File: config.mk
export PLATFORM = sky130hd
export DESIGN_NAME = video_timing_gen
export DESIGN_NICKNAME = d
export VERILOG_FILES = /design/src/rtl/video_timing_gen_pkg.sv /design/src/rtl/video_timing_gen_axis_counter.sv /design/src/rtl/video_timing_gen.sv
export SDC_FILE = /design/constraint.sdc
export NUM_CORES = 1
export LEC_CHECK = 0
export CAP_MARGIN = 20
export CORE_ASPECT_RATIO = 0.7
export CORE_UTILIZATION = 30
export CTS_CLUSTER_SIZE = 40
export DETAILED_ROUTE_END_ITERATION = 10
export GPL_ROUTABILITY_DRIVEN = 0
export SLEW_MARGIN = 20
export SYNTH_ARGS = -nofsm -noshare
export SYNTH_HDL_FRONTEND = slang
export SYNTH_SLANG_ARGS = --single-unit
File: constraint.sdc
create_clock -name pixclkI -period 1.95 [get_ports pixclkI]
set_clock_uncertainty 0.15 [all_clocks]
set_input_delay 0.2925 -clock pixclkI [delete_from_list [all_inputs] [get_ports pixclkI]]
set_output_delay 0.2925 -clock pixclkI [all_outputs]
set_load 0.01 [all_outputs]
File: src/rtl/video_timing_gen_pkg.sv
// ============================================================================
// video_timing_gen_pkg: default 640x480@60 timing, total derivation, bar colours
// Revision 1.0
// ============================================================================
`default_nettype none

package video_timing_gen_pkg;

  localparam int DEF_H_ACTIVE = 640;
  localparam int DEF_H_FP     = 16;
  localparam int DEF_H_SYNC   = 96;
  localparam int DEF_H_BP     = 48;
  localparam int DEF_V_ACTIVE = 480;
  localparam int DEF_V_FP     = 10;
  localparam int DEF_V_SYNC   = 2;
  localparam int DEF_V_BP     = 33;

  localparam int CNT_W = 12;

  function automatic int axis_total(int active, int fp, int sync, int bp);
    return active + fp + sync + bp;
  endfunction

  // Colour bars left to right: white, yellow, cyan, green, magenta, red, blue, black
  function automatic logic [23:0] bar_rgb(logic [2:0] idx);
    logic [23:0] rgb;
    rgb = 24'h000000;
    case (idx)
      3'd0: rgb = 24'hFFFFFF;
      3'd1: rgb = 24'hFFFF00;
      3'd2: rgb = 24'h00FFFF;
      3'd3: rgb = 24'h00FF00;
      3'd4: rgb = 24'hFF00FF;
      3'd5: rgb = 24'hFF0000;
      3'd6: rgb = 24'h0000FF;
      default: rgb = 24'h000000;
    endcase
    return rgb;
  endfunction

endpackage

`default_nettype wire

File: src/rtl/video_timing_gen_axis_counter.sv
// ============================================================================
// video_axis_counter: one raster axis -- wrapping counter with sync/active decode
// Revision 1.0
// ============================================================================
`default_nettype none

module video_axis_counter
  import video_timing_gen_pkg::*;
#(
  parameter int   ACTIVE = 640,
  parameter int   FP     = 16,
  parameter int   SYNC   = 96,
  parameter int   BP     = 48,
  parameter logic POL    = 1'b1
) (
  input  logic             clkI,
  input  logic             rstI,
  input  logic             enI,
  output logic [CNT_W-1:0] cntO,
  output logic             wrapO,
  output logic             syncO,
  output logic             activeO
);

  localparam int               TOTAL   = axis_total(ACTIVE, FP, SYNC, BP);
  localparam logic [CNT_W-1:0] LAST    = CNT_W'(TOTAL - 1);
  // One extra bit so a TOTAL of 4096 cannot alias the decode bounds to zero
  localparam logic [CNT_W:0]   SYNC_LO = (CNT_W+1)'(ACTIVE + FP);
  localparam logic [CNT_W:0]   SYNC_HI = (CNT_W+1)'(ACTIVE + FP + SYNC);
  localparam logic [CNT_W:0]   ACT_HI  = (CNT_W+1)'(ACTIVE);

  logic [CNT_W-1:0] cnt_q;
  logic [CNT_W-1:0] cnt_d;
  logic [CNT_W:0]   cnt_ext;
  logic             at_last;

  assign at_last = (cnt_q == LAST);
  assign wrapO   = enI && at_last;

  always_comb begin
    cnt_d = cnt_q;
    if (enI) begin
      cnt_d = at_last ? '0 : cnt_q + 1'b1;
    end
  end

  always_ff @(posedge clkI or posedge rstI) begin
    if (rstI) begin
      cnt_q <= '0;
    end else begin
      cnt_q <= cnt_d;
    end
  end

  assign cnt_ext = {1'b0, cnt_q};
  assign cntO    = cnt_q;
  assign syncO   = ((cnt_ext >= SYNC_LO) && (cnt_ext < SYNC_HI)) ? POL : ~POL;
  assign activeO = (cnt_ext < ACT_HI);

endmodule

`default_nettype wire

File: src/rtl/video_timing_gen.sv
// ============================================================================
// video_timing_gen: registered raster timing; define TEST_PATTERN_EN for colour bars
// Revision 1.0
// ============================================================================
`default_nettype none

module video_timing_gen
  import video_timing_gen_pkg::*;
#(
  parameter int   H_ACTIVE = DEF_H_ACTIVE,
  parameter int   H_FP     = DEF_H_FP,
  parameter int   H_SYNC   = DEF_H_SYNC,
  parameter int   H_BP     = DEF_H_BP,
  parameter int   V_ACTIVE = DEF_V_ACTIVE,
  parameter int   V_FP     = DEF_V_FP,
  parameter int   V_SYNC   = DEF_V_SYNC,
  parameter int   V_BP     = DEF_V_BP,
  parameter logic HS_POL   = 1'b1,
  parameter logic VS_POL   = 1'b1
) (
  input  logic        pixclkI,
  input  logic        rstI,
  output logic        hSyncO,
  output logic        vSyncO,
  output logic        DrawAreaO,
  output logic [11:0] xO,
  output logic [11:0] yO,
  output logic        lineStartO,
  output logic        frameStartO,
  output logic [7:0]  redO,
  output logic [7:0]  greenO,
  output logic [7:0]  blueO
);

  logic [CNT_W-1:0] h_cnt;
  logic [CNT_W-1:0] v_cnt;
  logic             h_wrap;
  logic             v_wrap_unused;
  logic             h_sync;
  logic             v_sync;
  logic             h_act;
  logic             v_act;
  logic             draw;
  logic             h_zero;

  video_axis_counter #(
    .ACTIVE (H_ACTIVE),
    .FP     (H_FP),
    .SYNC   (H_SYNC),
    .BP     (H_BP),
    .POL    (HS_POL)
  ) u_h_axis (
    .clkI    (pixclkI),
    .rstI    (rstI),
    .enI     (1'b1),
    .cntO    (h_cnt),
    .wrapO   (h_wrap),
    .syncO   (h_sync),
    .activeO (h_act)
  );

  // Vertical advances only on the horizontal wrap, so its sync edges are line-aligned
  video_axis_counter #(
    .ACTIVE (V_ACTIVE),
    .FP     (V_FP),
    .SYNC   (V_SYNC),
    .BP     (V_BP),
    .POL    (VS_POL)
  ) u_v_axis (
    .clkI    (pixclkI),
    .rstI    (rstI),
    .enI     (h_wrap),
    .cntO    (v_cnt),
    .wrapO   (v_wrap_unused),
    .syncO   (v_sync),
    .activeO (v_act)
  );

  assign draw   = h_act && v_act;
  assign h_zero = (h_cnt == '0);

  logic        hsync_q;
  logic        vsync_q;
  logic        draw_q;
  logic [11:0] x_q;
  logic [11:0] y_q;
  logic        line_start_q;
  logic        frame_start_q;

  always_ff @(posedge pixclkI or posedge rstI) begin
    if (rstI) begin
      hsync_q       <= ~HS_POL;
      vsync_q       <= ~VS_POL;
      draw_q        <= 1'b0;
      x_q           <= '0;
      y_q           <= '0;
      line_start_q  <= 1'b0;
      frame_start_q <= 1'b0;
    end else begin
      hsync_q       <= h_sync;
      vsync_q       <= v_sync;
      draw_q        <= draw;
      x_q           <= h_cnt;
      y_q           <= v_cnt;
      line_start_q  <= h_zero;
      frame_start_q <= h_zero && (v_cnt == '0);
    end
  end

  assign hSyncO      = hsync_q;
  assign vSyncO      = vsync_q;
  assign DrawAreaO   = draw_q;
  assign xO          = x_q;
  assign yO          = y_q;
  assign lineStartO  = line_start_q;
  assign frameStartO = frame_start_q;

`ifdef TEST_PATTERN_EN
  localparam int BAR_W = (H_ACTIVE / 8 > 0) ? H_ACTIVE / 8 : 1;

  // pix_q/bar_q track h_cnt: both return to 0 on the same edge h_cnt does
  logic [CNT_W-1:0] pix_q;
  logic [CNT_W-1:0] pix_d;
  logic [2:0]       bar_q;
  logic [2:0]       bar_d;
  logic [23:0]      rgb_q;

  always_comb begin
    pix_d = pix_q + 1'b1;
    bar_d = bar_q;
    if (h_wrap) begin
      pix_d = '0;
      bar_d = '0;
    end else if (pix_q == CNT_W'(BAR_W - 1)) begin
      pix_d = '0;
      bar_d = bar_q + 1'b1;
    end
  end

  always_ff @(posedge pixclkI or posedge rstI) begin
    if (rstI) begin
      pix_q <= '0;
      bar_q <= '0;
      rgb_q <= '0;
    end else begin
      pix_q <= pix_d;
      bar_q <= bar_d;
      rgb_q <= draw ? bar_rgb(bar_q) : 24'h000000;
    end
  end

  assign redO   = rgb_q[23:16];
  assign greenO = rgb_q[15:8];
  assign blueO  = rgb_q[7:0];
`else
  assign redO   = 8'h00;
  assign greenO = 8'h00;
  assign blueO  = 8'h00;
`endif

endmodule

`default_nettype wire

==> flow_metrics.tcl <==
set metrics [dict create \
    clk_latency_ps 290 \
    clk_pin_slew_worst_paths_ps 90 \
    drive_above_1_share_pct 11.59 \
    finalSetupViolations 0 \
    placementRows 25 \
    worst_setup_path_start_kind "flip-flop" \
    cellLeakagePower_nw 1.258 \
    critical_path.n_buffers_inverters 1 \
    drt_pre_antenna_iters 4 \
    power.share.sequential_pct 63.5 \
    post_synth_inst_count 186 \
    finalCriticalPeriod_ps 1777 \
    synth_cell_type_count 35 \
    via_per_inst 4.165 \
    p_comb_share_pct 2.7 \
    cts_root_buf "sky130_fd_sc_hd__clkbuf_8" \
    sequential_fraction_of_the_synthesis_area_pct 59.55 \
    vias_in_the_first_global_route 1247 \
    synth_top_area_share_pct 59.55 \
    pwr-share-clk_pct 33.7 \
    ioPinCount 55 \
    r2r-start "u_h_axis.cntO[1]" \
    hold_viol_final 0 \
    min-delay-path-class "input pin to async pin" \
    mappedNetlistArea_sq_mm 0.002227 \
    setup.worst_path.class "flip-flop to flip-flop" \
    status "complete, no violations" \
    initial_core_utilization_pct 31.93 \
    timing.final.max_slew_violations 0 \
    detail_route.drc_violations 0 \
    clock_path_buffers 2 \
    total_wirelength_um 3869 \
    insertedDiodeCount 0 \
    post-synth-top-area-cell "sky130_fd_sc_hd__dfrtp_1" \
    maximum_number_of_pins_on_one_net_before_global_route_repair 54 \
    detail-route-antenna-nets 0 \
    netSwitchingFraction_pct 21.39 \
    area.growth.synth_to_final_pct 21.52 \
    placeableCoreArea_sq_mm 0.006975 \
    die_h_um 74.09 \
    fmax_mhz 562.7 \
    vdd_ir_drop_max_mv 0.2881 \
    port_buffers 30 \
    post_layout_nets 238 \
    critPathArrivalTime_ps 1830 \
    timing.reg2reg.setup_slack_ps 170 \
    critical_path.endpoint_type "flip-flop" \
    power_per_cell_area_mw_per_mm2 638.7 \
    worst-endpoint-required_ps 2000 \
    synthesis.area_per_instance_sq_um 11.97 \
    die_width_um 105.0 \
    critical_path_peak_fanout 12 \
    layout_worst_path_cycle_share_pct 91.14 \
    postCtsResizedCells 0 \
    via_count 1362 \
    global_route.usage.total_pct 10.95 \
    grt_first_pass_wirelength_um 6451 \
    cpPeakStageDelay_ps 380 \
    synth-warning-count 0 \
    reg2reg_depth 6 \
    cts_tree "yes" \
    cpMaxStageDelayCell "sky130_fd_sc_hd__dfrtp_1" \
    overflow 0 \
    avgRoutedWirePerCell_um 11.83 \
    cell_internal_pwr_w 0.001359 \
    cts.sink_count 53 \
    cts-buffers-inserted 5 \
    accumulated_negative_setup_slack_ps 0 \
    design.die.area_sq_mm 0.007777 \
    ys_top_cells_by_area "sky130_fd_sc_hd__dfrtp_1 (60%), sky130_fd_sc_hd__buf_4 (8.4%), sky130_fd_sc_hd__xnor2_1 (3.9%)" \
    critical_path.startpoint "u_h_axis.cntO[1]" \
    crit_path_cell_trace "ha_1 -> and3_2 -> and4_1 -> buf_4 -> nand2_1 -> o31ai_1" \
    path_depth 6 \
    drv_cap 0 \
    h_tree_level_count 2 \
    detail_route.iter0.violations 53 \
    postSynthRegisterBits 53 \
    path_delay_family "simple AND/OR/NAND/NOR gates" \
    reported_net_switching_power_w 0.0003698 \
    antenna_found_initial 0 \
    power_w 0.001728 \
    post-dp-hpwl_um 2758 \
    grt_setup_unrepaired "false" \
]
repair_timing:
action | in CTS | in global routing
endpoints found under the setup margin | 0 | 1
setup buffers | 0 | 1
hold buffers | 0 | 0
worst reg2reg max path: stages, from the launching register on:
cell	delay, ps
sky130_fd_sc_hd__dfrtp_1	380
sky130_fd_sc_hd__ha_1	210
sky130_fd_sc_hd__and3_2	240
sky130_fd_sc_hd__and4_1	210
sky130_fd_sc_hd__buf_4	190
sky130_fd_sc_hd__nand2_1	80
sky130_fd_sc_hd__o31ai_1	220
state kept, by name (all words and copies together), names as in the netlist:
register / count
vSyncO: 1
yO: 12
hSyncO: 1
DrawAreaO: 1
xO: 12
u_h_axis.cntO: 12
u_v_axis.cntO: 12
lineStartO: 1
frameStartO: 1
worst paths after layout:
kind,to
worst max-delay path,u_v_axis.cntO[4]
worst min-delay path,DrawAreaO
worst max register to register,u_v_axis.cntO[4]
worst min register to register,xO[11]
max in group asynchronous,u_h_axis.cntO[7]
min in group pixclkI,xO[11]
power groups by stage:
stage | clock network (W) | logic, W | registers, W
floorplan | 0 | 0.0000718 | 0.00112
global placement | 0 | 0.0000489 | 0.00112
detailed placement | 0 | 0.0000490 | 0.00112
CTS | 0.000607 | 0.0000492 | 0.00110
global route | 0.000651 | 0.0000561 | 0.00110
finish | 0.000583 | 0.0000474 | 0.00110
synthesized netlist by cell type:
master                     instances
sky130_fd_sc_hd__o31ai_1           1
sky130_fd_sc_hd__buf_4            25
sky130_fd_sc_hd__and4_2            1
sky130_fd_sc_hd__nand3_1          11
sky130_fd_sc_hd__and4_1            5
sky130_fd_sc_hd__nor2b_1           1
sky130_fd_sc_hd__and2_1            2
sky130_fd_sc_hd__inv_1             9
sky130_fd_sc_hd__ha_1              4
sky130_fd_sc_hd__a21oi_1           2
sky130_fd_sc_hd__nand2_1          10
sky130_fd_sc_hd__and3_2            2
sky130_fd_sc_hd__conb_1            1
sky130_fd_sc_hd__nor3_1            1
sky130_fd_sc_hd__nor3b_1           1
sky130_fd_sc_hd__xor2_1            4
sky130_fd_sc_hd__nand2b_1          1
sky130_fd_sc_hd__o21ai_0           5
sky130_fd_sc_hd__nor4bb_1          1
sky130_fd_sc_hd__a31oi_1           1
sky130_fd_sc_hd__and4b_1           1
sky130_fd_sc_hd__nand4_1           8
sky130_fd_sc_hd__buf_6             1
sky130_fd_sc_hd__buf_12            1
sky130_fd_sc_hd__and3_1            1
sky130_fd_sc_hd__a41oi_2           1
sky130_fd_sc_hd__nor3_2            1
sky130_fd_sc_hd__nor4_1            3
sky130_fd_sc_hd__mux2i_1           3
sky130_fd_sc_hd__and3_4            1
sky130_fd_sc_hd__nor2_1           11
sky130_fd_sc_hd__and2_2            1
sky130_fd_sc_hd__or3_1             2
sky130_fd_sc_hd__dfrtp_1          53
sky130_fd_sc_hd__xnor2_1          10
routing by layer:
layer  wire (um)  track usage (%)
met1        2175            16.93
met2        1437            13.76
met3         234            3.944
met4          22            3.443
met5           0                0
layout by cell type, fill, tap and decap left out, types with 2 or more instances in the layout:
cell type	instances
sky130_fd_sc_hd__buf_4	12
sky130_fd_sc_hd__dfrtp_1	53
sky130_fd_sc_hd__nand4_1	8
sky130_fd_sc_hd__xor2_1	4
sky130_fd_sc_hd__inv_1	8
sky130_fd_sc_hd__xnor2_1	10
sky130_fd_sc_hd__ha_1	4
sky130_fd_sc_hd__mux2i_1	3
sky130_fd_sc_hd__nor4_1	3
sky130_fd_sc_hd__nand3_1	11
sky130_fd_sc_hd__o21ai_0	5
sky130_fd_sc_hd__and3_2	2
sky130_fd_sc_hd__and2_1	2
sky130_fd_sc_hd__or3_1	2
sky130_fd_sc_hd__nor2_1	11
sky130_fd_sc_hd__clkdlybuf4s50_1	30
sky130_fd_sc_hd__conb_1	24
sky130_fd_sc_hd__and4_1	5
sky130_fd_sc_hd__clkbuf_1	2
sky130_fd_sc_hd__clkbuf_8	5
sky130_fd_sc_hd__nand2_1	10
sky130_fd_sc_hd__a21oi_1	2
cells by family (layout without fill, tap and decap cells):
group           count (synthesis)  in the layout  share of synthesized area (%)
other cells                     1             24                         0.1684
buf+inv                        36             60                          11.35
fa+ha+maj                       4              4                          2.247
xor+xnor                       14             14                          5.505
simple gates                   65             65                          16.91
mux                             3              3                          1.348
flops                          53             53                          59.55
compound gates                 10             10                          2.922
area by class of cell:
class                   count  area (sq um)
repair buffers             43         410.4
clock buffers               7         76.32
multi-input cells         120         734.5
inverters                   9         33.78
well taps                  94         117.6
fillers                   702          4269
clock inverters             1         7.507
flip-flops and latches     53          1326
per-stage QoR:
stage | instances | utilization (%) | hold slack (ps) | area [sq um] | setup WS, ps
floorplan | 209 | - | 204.8 | 2313 | 221.3
global placement | 318 | 37.49 | 266.2 | 2615 | 218.7
detailed placement | 318 | 37.49 | 269.6 | 2615 | 123.0
CTS | 326 | 38.69 | 218.6 | 2699 | 113.3
global route | 327 | 38.80 | 237.0 | 2706 | 32.70
finish | 327 | 38.80 | 197.7 | 2706 | 172.7
Power figures use the tool's default switching activity.
